$ cat src/rtl/adbg_pkg.sv
// Shared debug-unit definitions: TAP state encoding, default opcodes and
// the data-register selection codes used by the TAP controller.
package adbg_pkg;

    // Standard 1149.1 state encoding, so the value on a probe matches vendor docs.
    typedef enum logic [3:0] {
        TAP_EXIT2_DR   = 4'h0,
        TAP_EXIT1_DR   = 4'h1,
        TAP_SHIFT_DR   = 4'h2,
        TAP_PAUSE_DR   = 4'h3,
        TAP_SELECT_IR  = 4'h4,
        TAP_UPDATE_DR  = 4'h5,
        TAP_CAPTURE_DR = 4'h6,
        TAP_SELECT_DR  = 4'h7,
        TAP_EXIT2_IR   = 4'h8,
        TAP_EXIT1_IR   = 4'h9,
        TAP_SHIFT_IR   = 4'hA,
        TAP_PAUSE_IR   = 4'hB,
        TAP_RUN_IDLE   = 4'hC,
        TAP_UPDATE_IR  = 4'hD,
        TAP_CAPTURE_IR = 4'hE,
        TAP_TLR        = 4'hF
    } tap_state_t;

    localparam logic [3:0]  IR_IDCODE_DEF = 4'b0010;
    localparam logic [3:0]  IR_DEBUG_DEF  = 4'b1000;
    localparam logic [3:0]  IR_SAMPLE_DEF = 4'b0001;
    localparam logic [3:0]  IR_BYPASS_DEF = 4'b1111;
    localparam logic [31:0] IDCODE_DEF    = 32'h1495_1185;

    localparam logic [1:0] DR_BYPASS = 2'd0;
    localparam logic [1:0] DR_IDCODE = 2'd1;
    localparam logic [1:0] DR_DEBUG  = 2'd2;

endpackage

$ cat src/rtl/adbg_tap_fsm.sv
// 16-state TAP controller state machine; TMS is sampled on the rising TCK edge.
module adbg_tap_fsm
    import adbg_pkg::*;
(
    input  logic       tck_i,
    input  logic       trstn_i,
    input  logic       tms_i,
    output tap_state_t state_o
);

    tap_state_t state_q, state_d;

    always_comb begin
        state_d = state_q;
        case (state_q)
            TAP_TLR:        state_d = tms_i ? TAP_TLR       : TAP_RUN_IDLE;
            TAP_RUN_IDLE:   state_d = tms_i ? TAP_SELECT_DR : TAP_RUN_IDLE;
            TAP_SELECT_DR:  state_d = tms_i ? TAP_SELECT_IR : TAP_CAPTURE_DR;
            TAP_CAPTURE_DR: state_d = tms_i ? TAP_EXIT1_DR  : TAP_SHIFT_DR;
            TAP_SHIFT_DR:   state_d = tms_i ? TAP_EXIT1_DR  : TAP_SHIFT_DR;
            TAP_EXIT1_DR:   state_d = tms_i ? TAP_UPDATE_DR : TAP_PAUSE_DR;
            TAP_PAUSE_DR:   state_d = tms_i ? TAP_EXIT2_DR  : TAP_PAUSE_DR;
            TAP_EXIT2_DR:   state_d = tms_i ? TAP_UPDATE_DR : TAP_SHIFT_DR;
            TAP_UPDATE_DR:  state_d = tms_i ? TAP_SELECT_DR : TAP_RUN_IDLE;
            TAP_SELECT_IR:  state_d = tms_i ? TAP_TLR       : TAP_CAPTURE_IR;
            TAP_CAPTURE_IR: state_d = tms_i ? TAP_EXIT1_IR  : TAP_SHIFT_IR;
            TAP_SHIFT_IR:   state_d = tms_i ? TAP_EXIT1_IR  : TAP_SHIFT_IR;
            TAP_EXIT1_IR:   state_d = tms_i ? TAP_UPDATE_IR : TAP_PAUSE_IR;
            TAP_PAUSE_IR:   state_d = tms_i ? TAP_EXIT2_IR  : TAP_PAUSE_IR;
            TAP_EXIT2_IR:   state_d = tms_i ? TAP_UPDATE_IR : TAP_SHIFT_IR;
            TAP_UPDATE_IR:  state_d = tms_i ? TAP_SELECT_DR : TAP_RUN_IDLE;
            default:        state_d = TAP_TLR;
        endcase
    end

    always_ff @(posedge tck_i or negedge trstn_i) begin
        if (!trstn_i) state_q <= TAP_TLR;
        else          state_q <= state_d;
    end

    assign state_o = state_q;

endmodule

$ cat src/rtl/adbg_tap_ctrl.sv
// JTAG TAP controller for the debug unit: instruction register, IDCODE and
// BYPASS data registers, state strobes and the negedge-registered TDO mux.
module adbg_tap_ctrl
    import adbg_pkg::*;
#(
    parameter int                IR_LEN       = 4,
    parameter logic [31:0]       IDCODE_VALUE = IDCODE_DEF,
    parameter logic [IR_LEN-1:0] IR_IDCODE    = IR_LEN'(IR_IDCODE_DEF),
    parameter logic [IR_LEN-1:0] IR_DEBUG     = IR_LEN'(IR_DEBUG_DEF),
    parameter logic [IR_LEN-1:0] IR_SAMPLE    = IR_LEN'(IR_SAMPLE_DEF),
    parameter logic [IR_LEN-1:0] IR_BYPASS    = '1
) (
    input  logic tck_i,
    input  logic trstn_i,
    input  logic tms_i,
    input  logic tdi_i,
    output logic tdo_o,
    output logic tdo_oe_o,
    input  logic debug_tdo_i,
    output logic test_logic_reset_o,
    output logic capture_dr_o,
    output logic shift_dr_o,
    output logic pause_dr_o,
    output logic update_dr_o,
    output logic debug_select_o
);

    tap_state_t        state;
    logic [IR_LEN-1:0] ir_q, ir_d, ir_sr_q, ir_sr_d;
    logic [31:0]       idcode_q, idcode_d;
    logic              bypass_q, bypass_d;
    logic              tdo_q, tdo_d, tdo_oe_q, tdo_oe_d;
    logic [1:0]        dr_sel;

    adbg_tap_fsm u_fsm (
        .tck_i   (tck_i),
        .trstn_i (trstn_i),
        .tms_i   (tms_i),
        .state_o (state)
    );

    // No boundary-scan chain exists here, so SAMPLE/PRELOAD runs as BYPASS.
    always_comb begin
        dr_sel = DR_BYPASS;
        if (ir_q == IR_IDCODE)                              dr_sel = DR_IDCODE;
        else if (ir_q == IR_DEBUG)                          dr_sel = DR_DEBUG;
        else if ((ir_q == IR_SAMPLE) || (ir_q == IR_BYPASS)) dr_sel = DR_BYPASS;
    end

    always_comb begin
        ir_d     = ir_q;
        ir_sr_d  = ir_sr_q;
        idcode_d = idcode_q;
        bypass_d = bypass_q;
        case (state)
            TAP_TLR:        ir_d    = IR_IDCODE;
            TAP_CAPTURE_IR: ir_sr_d = IR_LEN'(1);
            TAP_SHIFT_IR:   ir_sr_d = {tdi_i, ir_sr_q[IR_LEN-1:1]};
            TAP_UPDATE_IR:  ir_d    = ir_sr_q;
            TAP_CAPTURE_DR: begin
                bypass_d = 1'b0;
                if (dr_sel == DR_IDCODE) idcode_d = IDCODE_VALUE;
            end
            TAP_SHIFT_DR: begin
                bypass_d = tdi_i;
                if (dr_sel == DR_IDCODE) idcode_d = {tdi_i, idcode_q[31:1]};
            end
            default: ;
        endcase
    end

    always_ff @(posedge tck_i or negedge trstn_i) begin
        if (!trstn_i) begin
            ir_q     <= IR_IDCODE;
            ir_sr_q  <= '0;
            idcode_q <= IDCODE_VALUE;
            bypass_q <= 1'b0;
        end else begin
            ir_q     <= ir_d;
            ir_sr_q  <= ir_sr_d;
            idcode_q <= idcode_d;
            bypass_q <= bypass_d;
        end
    end

    // TDO changes on the falling edge so the probe samples it on the next rising edge.
    always_comb begin
        tdo_d    = 1'b0;
        tdo_oe_d = 1'b0;
        if (state == TAP_SHIFT_IR) begin
            tdo_d    = ir_sr_q[0];
            tdo_oe_d = 1'b1;
        end else if (state == TAP_SHIFT_DR) begin
            tdo_oe_d = 1'b1;
            case (dr_sel)
                DR_IDCODE: tdo_d = idcode_q[0];
                DR_DEBUG:  tdo_d = debug_tdo_i;
                default:   tdo_d = bypass_q;
            endcase
        end
    end

    always_ff @(negedge tck_i or negedge trstn_i) begin
        if (!trstn_i) begin
            tdo_q    <= 1'b0;
            tdo_oe_q <= 1'b0;
        end else begin
            tdo_q    <= tdo_d;
            tdo_oe_q <= tdo_oe_d;
        end
    end

    assign tdo_o              = tdo_q;
    assign tdo_oe_o           = tdo_oe_q;
    assign test_logic_reset_o = (state == TAP_TLR);
    assign capture_dr_o       = (state == TAP_CAPTURE_DR);
    assign shift_dr_o         = (state == TAP_SHIFT_DR);
    assign pause_dr_o         = (state == TAP_PAUSE_DR);
    assign update_dr_o        = (state == TAP_UPDATE_DR);
    assign debug_select_o     = (ir_q == IR_DEBUG);

endmodule

$ cat config.mk
export PLATFORM = sky130hd
export DESIGN_NAME = adbg_tap_ctrl
export DESIGN_NICKNAME = d
export VERILOG_FILES = /design/src/rtl/adbg_pkg.sv /design/src/rtl/adbg_tap_fsm.sv /design/src/rtl/adbg_tap_ctrl.sv
export SDC_FILE = /design/constraint.sdc
export NUM_CORES = 1
export LEC_CHECK = 0
export BUFFER_PORTS_ARGS = -buffer_cell sky130_fd_sc_hd__buf_2
export CAP_MARGIN = 20
export CORE_UTILIZATION = 60
export CTS_CLUSTER_DIAMETER = 120
export DETAILED_ROUTE_END_ITERATION = 10
export GPL_TIMING_DRIVEN = 1
export PLACE_DENSITY = 0.78
export SLEW_MARGIN = 20
export SYNTH_ARGS = -nofsm -noshare
export SYNTH_HDL_FRONTEND = slang
export SYNTH_SLANG_ARGS = --single-unit
export TNS_END_PERCENT = 5
$ cat constraint.sdc
create_clock -name tck_i -period 1.8 [get_ports tck_i]
set_input_delay 0 -clock tck_i [delete_from_list [all_inputs] [get_ports tck_i]]
set_output_delay 0 -clock tck_i [all_outputs]
set_load 0.05 [all_outputs]
After elaboration in Yosys (flattened, before gate mapping)
Cells that the tools add are included.
Operators by class
  equal/unequal tests: 21
  multiplexer cells: 26
  reduce and logical (&&, ||, !) cells: 8
Operators with widths (count)
  32-bit two-way mux: 2
  32-bit case mux with 2 select lines: 1
  4-bit case mux with 12 select lines: 1
  4-bit equality test, second input constant: 9
  4-bit by 3-bit equality test with 1-bit output, second input constant: 4
  2-bit two-way mux: 8
  4-bit case mux with 2 select lines: 2
  4-bit by 2-bit equality test with 1-bit output, second input constant: 3
  3-bit two-way mux: 4
  2-bit nonzero test: 3
  1-bit two-way mux: 5
  4-bit by 1-bit equality test with 1-bit output, second input constant: 1
  4-bit logical NOT: 1
  4-bit two-way mux: 1
  2-bit by 1-bit inequality test with 1-bit output, second input constant: 2
  1-bit case mux with 2 select lines: 2
  2-bit OR reduction: 2
  3-bit AND reduction: 1
  3-bit OR reduction: 1
  2-bit by 1-bit equality test with 1-bit output, second input constant: 1
  2-bit equality test, second input constant: 1
Storage, ports and cells
  register bits: 47
  bits of input ports: 5
  word-level logic and storage cells: 62

Depth between registers and ports, before layout
  depth in word-level cells: 7
  depth in mapped cells: 5
  mapped depth without buffers: 3

By module
A second synthesis with hierarchy kept.
Second synthesis, totals
  cells, all modules: 191
  area, all modules: 2240.9 µm²
Modules (own cells, without submodules)
  adbg_tap_ctrl: times used 1, cells an instance 172, area an instance 2043.2 µm², sequential area each 1091.0 µm²
  adbg_tap_fsm: times used 1, cells an instance 19, area an instance 197.7 µm², sequential area each 105.1 µm²

==> run metrics <==
sequential share of power 0.400; DPL Wire Length 2520 microns; Sw Share 0.352; die area 4020 sq um; Final Non-Filler Cells 269; violated checks negative setup slack; drt pass-1 iters 4; Mapped Area 2260 sq um; clk_lat worst skew 300 ps; WP buf/inv 0; Final Setup Violations 1; GR Overflow Total 0; end point of the critical path tdo_o; via count 1432; Clock Path Buffers 2; worst-path maximum fanout 4; largest net degree at the start of global routing 46; static leakage 1.34 nW; I/O pins 13; Root Driver clkbuf_8; Area Growth Syn to Fin 16.8%; slowest CP cell dfstp_2; Die Y-Extent 63.4 microns; CP startpoint ir_q[1]; share of cells above drive strength 1 0.368; post-route ant nets 0; worst path cell trace xnor2_2, o31ai_1, a31oi_1; # rows 21; Clk pin slew, worst setup/hold paths 90 ps; placed cell count 257; unrepaired setup endpoints after global routing yes; Nets 227; sequential fraction of the synthesis area 0.529; CTS buffer count 5; clk sinks 47; hold_ws 368 ps; TritonCTS clock tree done; Initial Util 0.652; WL final 3980 microns; Slew Limit Headroom 0.639; Power Dens Cells 1590 nW/um^2; Crit path max-delay family flip-flops; kind of critical path flip-flop to flip-flop; fin util 0.761; Post-Route Setup TNS -235 ps; drt drc 0; PortBufs 12; Crit. End Element flip-flop; htree depth 2; initial DRC count 66; first-pass GRT wire length 6840 microns; Placeable Area 3470 sq um; Cells after Synth 195; drt wl/cell 14.8 microns; vias in the first global route 1437; skew final 11.5 ps; worst slack, placed -235 ps; worst r2r src ir_q[1]; total net switching power 1.48 mW; n_diodes 0; Clk pwr share 0.186; initial antenna violation count 0; YS warnings 0; Worst Setup Slack, final -235 ps; syn_nets 200; Cell variety after synth 34; cell area after layout 2640 sq um; setup slack, reg-to-reg -230 ps; CP Launch Type flip-flop; Comb power frac 0.414; gpl congestion 0.760; DP Area 2450 sq um; worst reg2reg path depth 3; total power 4.21 mW; Data arrival, critical path 1280 ps; Critical Path RT 1040 ps; Max VDD drop 0.780 mV; status finished with violations; Worst path max stage delay 580 ps; number of vias per cell 5.32; DIE WIDTH 63.4 microns; synthesis-stage register bit count 47; Tot GR Track Use 0.227; min-delay worst type primary input to asynchronous set/reset pin; Worst-Margin Slew 541 ps; Final Hold Viols 0; Slew Viols, Final 0; Max Cap Viol 0; Avg Synthesized Cell Area 11.6 sq um; Pint 2.73 mW; Worst path depth 3; RR Endpoint tdo_o
[power by group through the flow]
stage | Sequential (mW) | Combinational, mW | Clock [mW]
floorplan | 1.73 | 1.21 | 0
global placement | 1.67 | 1.59 | 0
detailed placement | 1.69 | 1.66 | 0
CTS | 1.67 | 1.72 | 0.809
global route | 1.72 | 1.91 | 0.851
finish | 1.68 | 1.74 | 0.784
[cell usage in the layout (no fill, tap or decap), drive strengths merged]
master and n:
a211o 1, a21boi 1, xnor2 1, o31ai 1, o221ai 1, nand3 3
and2 2, buf 28, clkinv 1, mux2 22, a22o 1, inv 11
nor3b 2, mux2i 9, o21bai 1, bufinv 1, dfstp 16, dfrtp 29
nand2 12, dlygate4sd3 3, clkbuf 6, a21bo 1, a21oi 3, nor2b 13
dfrtn 2, nand3b 3, nor3 2, nor4b 3, nor2 24, a31oi 3
o21ai 11, nand2b 6
[area by class of cell]
cell class	instances	area, sq um
Clock buffer	6	82.6
Clock inverter	2	35.0
Fill cell	242	828
Inverter	11	41.3
Multi-Input combinational cell	126	982
Sequential cell	47	1200
Tap cell	46	57.6
Timing Repair Buffer	31	245
[metal layers]
metal  part of all wire  routed length, microns  vias up  track usage
met1               0.46                    1830      709        0.301
met5                  0                       0        -            0
li1                   -                       -      700            -
met3              0.025                      98        5       0.0543
met2               0.50                    1990       18        0.358
met4              0.015                      61        0       0.0938
[timing repair]
action	4_1_cts	5_1_grt
endpoints found under the hold margin	32	0
buffers inserted	1	0
resized for setup	4	4
hold buffers	3	0
endpoints found under the setup margin	4	6
[kinds of logic after synthesis]
logic type             Yosys count  synth area share
flip-flops                      47             0.529
AND/OR/NAND/NOR                 70             0.170
AO/OA/AOI/OAI                   24            0.0653
XOR/XNOR                         1           0.00387
multiplexers                    31             0.184
buffers and inverters           22            0.0476
[cell usage after synthesis]
| cell type | instances | area, sq um |
|---|---|---|
| dfrtp_1 | 29 | 726 |
| nor2_1 | 24 | 90.1 |
| mux2_4 | 21 | 315 |
| dfstp_2 | 16 | 420 |
| nor2b_1 | 13 | 81.3 |
| inv_1 | 11 | 41.3 |
| nand2_1 | 11 | 41.3 |
| o21ai_0 | 11 | 55.1 |
| mux2i_1 | 9 | 90.1 |
| clkbuf_1 | 6 | 22.5 |
| nand2b_1 | 6 | 37.5 |
| a21oi_1 | 3 | 15.0 |
| a31oi_1 | 3 | 18.8 |
| buf_6 | 3 | 33.8 |
| nand3_1 | 3 | 15.0 |
| nand3b_1 | 3 | 22.5 |
| and2_1 | 2 | 12.5 |
| buf_2 | 2 | 10.0 |
| dfrtn_1 | 2 | 50.1 |
| nor3_1 | 2 | 10.0 |
| nor4b_1 | 2 | 17.5 |
| a211o_1 | 1 | 8.76 |
| a21bo_2 | 1 | 10.0 |
| a21boi_0 | 1 | 7.51 |
| a22o_1 | 1 | 8.76 |
| mux2_2 | 1 | 11.3 |
| nand2_2 | 1 | 6.26 |
| nor3b_1 | 1 | 7.51 |
| nor3b_4 | 1 | 18.8 |
| nor4b_4 | 1 | 23.8 |
| o21bai_1 | 1 | 7.51 |
| o221ai_1 | 1 | 8.76 |
| o31ai_1 | 1 | 7.51 |
| xnor2_1 | 1 | 8.76 |
[worst min path at each step]
| stage | start | end | slack, ps | cells after the start |
|---|---|---|---|---|
| after floorplan | trstn_i | bypass_q | -300 | 0 |
| after global placement | trstn_i | idcode_q[31] | 160 | 2 |
| after detailed placement | trstn_i | idcode_q[31] | 180 | 2 |
| after CTS | trstn_i | ir_q[2] | 390 | 3 |
| after global routing | trstn_i | ir_sr_q[3] | 420 | 3 |
| final | trstn_i | ir_q[2] | 370 | 3 |
[sequential cells by signal, indices dropped and copies added, names as in the netlist]
name and cells:
idcode_q 32, u_fsm.state_o 4, ir_sr_q 4, tdo_o 1, bypass_q 1, tdo_oe_o 1, ir_q 4
[worst reg2reg max path, cell delays in order (launching register included)]
cell,delay [ps]
dfstp_2,580
xnor2_2,80
o31ai_1,210
a31oi_1,110
(Power assumes the default switching activity.)
